### config.mk
export PLATFORM = sky130hd
export DESIGN_NAME = shift_deser
export DESIGN_NICKNAME = d
export VERILOG_FILES = /design/src/rtl/shift_deser.sv
export SDC_FILE = /design/constraint.sdc
export NUM_CORES = 1
export LEC_CHECK = 0
export CAP_MARGIN = 15
export CORE_AREA = 2 2 47 49
export DETAILED_ROUTE_END_ITERATION = 8
export DIE_AREA = 0 0 49 51
export GPL_TIMING_DRIVEN = 0
export PLACE_DENSITY = 0.78
export SLEW_MARGIN = 20
export SYNTH_ARGS = -nofsm -noshare
export SYNTH_HDL_FRONTEND = slang
export SYNTH_SLANG_ARGS = --single-unit
### constraint.sdc
create_clock -name clock -period 2.85 [get_ports clock]
set_clock_uncertainty 0.15 [all_clocks]
set_input_delay 0.4275 -clock clock [delete_from_list [all_inputs] [get_ports clock]]
set_output_delay 0.4275 -clock clock [all_outputs]
set_load 0.01 [all_outputs]
### src/rtl/shift_deser.sv
// shift_deser: LSB-first serial-to-parallel deserializer with a valid/ready output register.
// Optional even-parity bit per word when SHIFT_DESER_PARITY_EN is defined.
module shift_deser #(
   parameter int WIDTH = 8
) (
   input  logic             clock,
   input  logic             reset,
   input  logic             s_clear,
   input  logic             s_valid,
   input  logic             s_in,
   output logic [WIDTH-1:0] d_out,
   output logic             d_valid,
   input  logic             d_ready,
   output logic             busy,
   output logic             overrun,
   output logic             parity_err
);
   localparam int CW = $clog2(WIDTH + 1);
   localparam logic [CW-1:0] LAST = CW'(WIDTH - 1);
`ifdef SHIFT_DESER_PARITY_EN
   typedef enum logic [1:0] {IDLE, DATA, PARITY} state_t;
`else
   typedef enum logic {IDLE, DATA} state_t;
`endif
   state_t state_q, state_d;
   logic [CW-1:0] cnt_q, cnt_d;
   logic [WIDTH-1:0] sr_q, sr_d, d_out_q, word;
   logic d_valid_q, ovr_q, done;
`ifdef SHIFT_DESER_PARITY_EN
   logic par_q, perr;
`endif
   always_comb begin
      state_d = state_q;
      cnt_d = cnt_q;
      sr_d = sr_q;
      word = sr_q;
      done = 1'b0;
`ifdef SHIFT_DESER_PARITY_EN
      perr = 1'b0;
`endif
      if (s_clear) begin
         state_d = IDLE;
         cnt_d = '0;
         sr_d = '0;
      end
`ifdef SHIFT_DESER_PARITY_EN
      else if (s_valid && state_q == PARITY) begin
         state_d = IDLE;
         done = 1'b1;
         perr = ^{sr_q, s_in};
      end
`endif
      else if (s_valid) begin
         sr_d = {s_in, sr_q[WIDTH-1:1]};
         cnt_d = (cnt_q == LAST) ? '0 : cnt_q + CW'(1);
`ifdef SHIFT_DESER_PARITY_EN
         state_d = (cnt_q == LAST) ? PARITY : DATA;
`else
         state_d = (cnt_q == LAST) ? IDLE : DATA;
         done = (cnt_q == LAST);
         word = sr_d;
`endif
      end
   end
   always_ff @(posedge clock or negedge reset) begin
      if (!reset) begin
         state_q <= IDLE;
         cnt_q <= '0;
         sr_q <= '0;
         d_out_q <= '0;
         d_valid_q <= 1'b0;
         ovr_q <= 1'b0;
`ifdef SHIFT_DESER_PARITY_EN
         par_q <= 1'b0;
`endif
      end else begin
         state_q <= state_d;
         cnt_q <= cnt_d;
         sr_q <= sr_d;
         // A completing word is accepted only if the output slot is empty or being drained now.
         if (done && (!d_valid_q || d_ready)) begin
            d_out_q <= word;
            d_valid_q <= 1'b1;
`ifdef SHIFT_DESER_PARITY_EN
            par_q <= perr;
`endif
         end else if (done)
            ovr_q <= 1'b1;
         else if (d_valid_q && d_ready)
            d_valid_q <= 1'b0;
      end
   end
   assign d_out = d_out_q;
   assign d_valid = d_valid_q;
   assign overrun = ovr_q;
   assign busy = (state_q != IDLE);
`ifdef SHIFT_DESER_PARITY_EN
   assign parity_err = par_q;
`else
   logic unused_sr0;
   assign unused_sr0 = sr_q[0];
   assign parity_err = 1'b0;
`endif
endmodule

# Word level (Yosys, flattened, before mapping)
# Cells that the tools add are included.
# totals
register_bits	23
output_inout_bits	12
# classes
addsub	1
eq_ne	2
n_mux	14
bitwise	1
reduce_logical	8
# op_table
cell	n
8-bit 2-to-1 mux	3
4-bit 2-to-1 mux	3
1-bit 2-to-1 mux	8
4-bit by 1-bit adder with 4-bit output, second input constant	1
4-bit by 3-bit equality test with 1-bit output, second input constant	1
2-bit AND reduction	2
2-bit nonzero test	2
1-bit logical AND	2
2-bit by 1-bit != test with 1-bit output, second input constant	1
1-bit zero test	1
1-bit logical OR	1
1-bit inverter	1

# Depth between registers and ports, before layout
# depth
depth_word	6
depth_mapped	4

# Least setup slack after synthesis
# OpenSTA, ideal clock, no wires.
# synth_path
path_type	reg-to-reg
startpoint	reg cnt_q[0]
endpoint	reg d_out_q[7], in the netlist d_out[7]
setup_ns	0.125
t_arrival_ns	1.385
path_slack_ns	1.190
stages_incl_launch_ff	5
path_cell_list	dfrtp_1 ha_1 nand3b_4 nor3_4 mux2_2
# synth_between
elab_chain_len	4
# synth_lines
element	line_no	rtl
start: declaration	26	logic [CW-1:0] cnt_q, cnt_d;
start signal: assignment	78	cnt_q <= cnt_d;
4-bit by 3-bit equality test with 1-bit output	60	done = (cnt_q == LAST);
1-bit 2-to-1 mux	53	else if (s_valid) begin
1-bit 2-to-1 mux	41	if (s_clear) begin
1-bit logical AND	81	if (done && (!d_valid_q || d_ready)) begin
end signal: assignment	82	d_out_q <= word;
end: declaration	27	logic [WIDTH-1:0] sr_q, sr_d, d_out_q, word;
# No other way between the ends.
# A chain may end at the register's enable or synchronous reset.

# Worst setup path in the final report
# layout_path
startpoint	reg cnt_q[0]
endpoint	reg d_out_q[2], in the netlist d_out[2]
# The elaborated chain is that of the path after synthesis.

==> metrics.md <==
| Metric | Value |
|---|---|
| Status | completed |
| DR DRC count | 0 |
| Worst EP arrival | roughly 1.9 ns |
| Post-layout util | about 56% |
| Largest net degree at the start of global routing | 23 |
| Crit share post-route | between 60 and 70% |
| Share of cells above drive strength 1 | ~20% |
| Final Max Tran Viols | 0 |
| Gpl congestion | around 0.74 |
| H-tree lvl count | 1 |
| Post-synth top area share | 59.5% |
| Initial antenna violation count | 0 |
| Worst slew pin tran | 0.925 ns |
| Port Buffers | 15 |
| Worst path depth | 4 |
| WL per Instance | approximately 12 um |
| Diode count | 0 |
| Post-synth EDFFs | 0 |
| Post-cts resize count | 0 |
| Fin crit period | between 1.5 and 2 ns |
| CP cell instances | ha_1, nand3b_4, nor3_4, mux2_2 |
| # Post-CTS Setup Buffers | 0 |
| Final hold viol count | 0 |
| R2R cell count | 4 |
| Pre-CTS setup slack | about 0.68 ns |
| RSZ-0062 raised after global routing | false |
| Syn_nets | slightly below 80 |
| Sequential area share after synthesis | about three fifths |
| Worst-path fanout max | 8 |
| Ys Warns | 0 |
| DRT Pass-1 Iters | 2 |
| Top cell type by total area after synthesis | dfrtp_1 |
| Hold WC Path Type | input pin to flip-flop |
| Setup TNS | 0 ns |
| Crit path largest cell delay | ~0.41 ns |
| Chip height | between 50 and 60 um |
| Area contributors post-synth | dfrtp_1 60%, mux2i_1 9.7%, mux2_2 9.7% |
| Final non-filler cell total | 118 |
| IO Pins | 18 |
| CTS clock-pin slew for the worst setup and hold paths | approximately 0.11 ns |
| Drt via density | around 4.8 |
| GRT Total Usage | between 10% and 20% |
| WHS Path Cells | 3 |
| CP top delay family | simple AND/OR/NAND/NOR gates |
| Detailed Place HPWL | about 1.0 mm |
| Starting Density | around 45% |
| CTS Hold Bufs | 0 |
| Leakage Power | a little under 0.6 nW |
| CTS Sinks | 22 |
| Core area | around 0.0021 mm2 |
| Main synth FF type | dfrtp_1 |
| Num CTS Buffers | 3 |
| Mapped cell area | around 920 um2 |
| Die ar. | ~0.0025 mm2 |
| Area grow syn2layout | 24.0% |
| Via count | ~560 |
| Vias in the first global route | roughly 560 |
| Slew headroom | a little under two fifths |
| Grt ovf | 0 |
| Pwr/cell area | between 400 and 500 mW/mm2 |
| Worst-Skew Late Latency | roughly 0.30 ns |
| Post-synth top cells | 22 x dfrtp_1, 11 x nor2_1, 9 x mux2i_1, 8 x mux2_2 |
| Max-Cap Viols | 0 |
| Layout Nets | ~100 |
| Clock Path Buffers | 2 |
| Filler instances | roughly 180 |
| #FFs+latches synth | 22 |
| Setup slack after layout | approximately 1.0 ns |
| Drt total wl | ~1.4 mm |
| Synth Instances | 71 |
| Top-count cell post-synth | dfrtp_1 |
| Placement row count | 17 |
| First-pass GRT wire length | 2.50 mm |
| Critical path type | flip-flop to flip-flop |
| Setup Viol. Count Final | 0 |
| Synthesized area per cell | between 10 and 15 um2 |
| Slowest-stage cell, CP | nor3_4 |
| Synth unique cells | 21 |
| Startpoint Class | flip-flop |
| Die Wd | between 40 and 50 um |
| Placed Cells | about 110 |
| Data required time of the critical path | approximately 2.9 ns |
| DRT iter0 DRCs | 1 |
| ANT nets after route | 0 |
| CTS tree | yes |
| Synth async-reset ratio | 100% |
| FMAX | between 500 and 600 MHz |
| VDD IR max | roughly 0.31 mV |
| Crit path buf inv count | 0 |
| Endpoint class of the critical path | flip-flop |
| Clk root buf | clkbuf_4 |
[through the flow]
stage	power (mW)	hold slack (ns)	area, um2
detailed placement	0.365	0.295	1110
finish	0.525	0.310	1150
floorplan	0.346	-0.0181	925
global placement	0.365	0.290	1110
global route	0.547	0.316	1150
CTS	0.535	0.301	1150
[sequential cells by signal, indices dropped and copies added (netlist names)]
signal,count
busy,1
cnt_q,4
d_out,8
d_valid,1
overrun,1
sr_q,7
[cells by family (layout without fill, tap and decap cells)]
kind of cell    count (synthesis)  after routing  share of synthesized area (%)
compound gates                  3              3                           1.89
xor+xnor                        1              1                          0.947
fa+ha+maj                       1              1                           1.35
buf+inv                         4             23                           2.30
flops                          22             22                           59.5
mux                            17             17                           19.5
other cells                     1              1                          0.406
simple gates                   22             22                           14.1
[worst paths after layout]
kind	start	endpoint	slack, ns
min	s_valid	sr_q[5]	0.31
max	cnt_q[0]	d_out[2]	1.02
max reg2reg	cnt_q[0]	d_out[2]	1.02
min reg2reg	overrun	overrun	0.32
min in group asynchronous	reset	cnt_q[0]	0.48
max in group asynchronous	reset	d_out[0]	1.51
[final cells by class]
class,count,area [um2],share of cell area [%]
flip-flops and latches,22,551,48.0
multi-input cells,45,353,30.8
repair buffers,15,150,13.1
clock buffers,4,36.3,3.17
well taps,28,35.0,3.06
plain buffers,4,21.3,1.86
[power breakdown]
part	internal, mW	total, mW	switching [mW]	leakage, nW
sequential	0.317	0.321	0.00399	0.303
combinational	0.0174	0.0370	0.0196	0.267
clock	0.0779	0.167	0.0891	0.0210
[cell usage in the layout, fill, tap and decap left out]
| master | Yosys | routed |
|---|---|---|
| buf_2 | 2 | 2 |
| dfrtp_1 | 22 | 22 |
| nor2_1 | 11 | 11 |
| clkdlybuf4s50_1 | 0 | 15 |
| buf_4 | 1 | 1 |
| conb_1 | 1 | 1 |
| mux2i_1 | 9 | 9 |
| xor2_1 | 1 | 1 |
| nand4_1 | 1 | 1 |
| nor3_4 | 1 | 1 |
| nand2b_1 | 2 | 2 |
| or3_1 | 1 | 1 |
| nand3b_1 | 1 | 1 |
| a21o_1 | 1 | 1 |
| clkbuf_8 | 0 | 1 |
| mux2_2 | 8 | 8 |
| ha_1 | 1 | 1 |
| clkbuf_1 | 1 | 1 |
| a21oi_1 | 2 | 2 |
| or2_2 | 1 | 1 |
| nand3b_4 | 1 | 1 |
| nand2_1 | 2 | 2 |
| nor2b_1 | 1 | 1 |
| clkbuf_4 | 0 | 3 |
[tightest hold or removal path: stages]
cell and delay [ns]:
buf_2 0.13, mux2i_1 0.08, nor2_1 0.08
[metal layers]
| metal | part of all wire, % | GRT usage, % | up-vias |
|---|---|---|---|
| li1 | - | - | 276 |
| met1 | 47 | 17.6 | 276 |
| met2 | 49 | 21.0 | 10 |
| met3 | 3.1 | 2.92 | 2 |
| met4 | 0.72 | 8.57 | 0 |
| met5 | 0 | 0 | - |
Power figures use the tool's default switching activity.
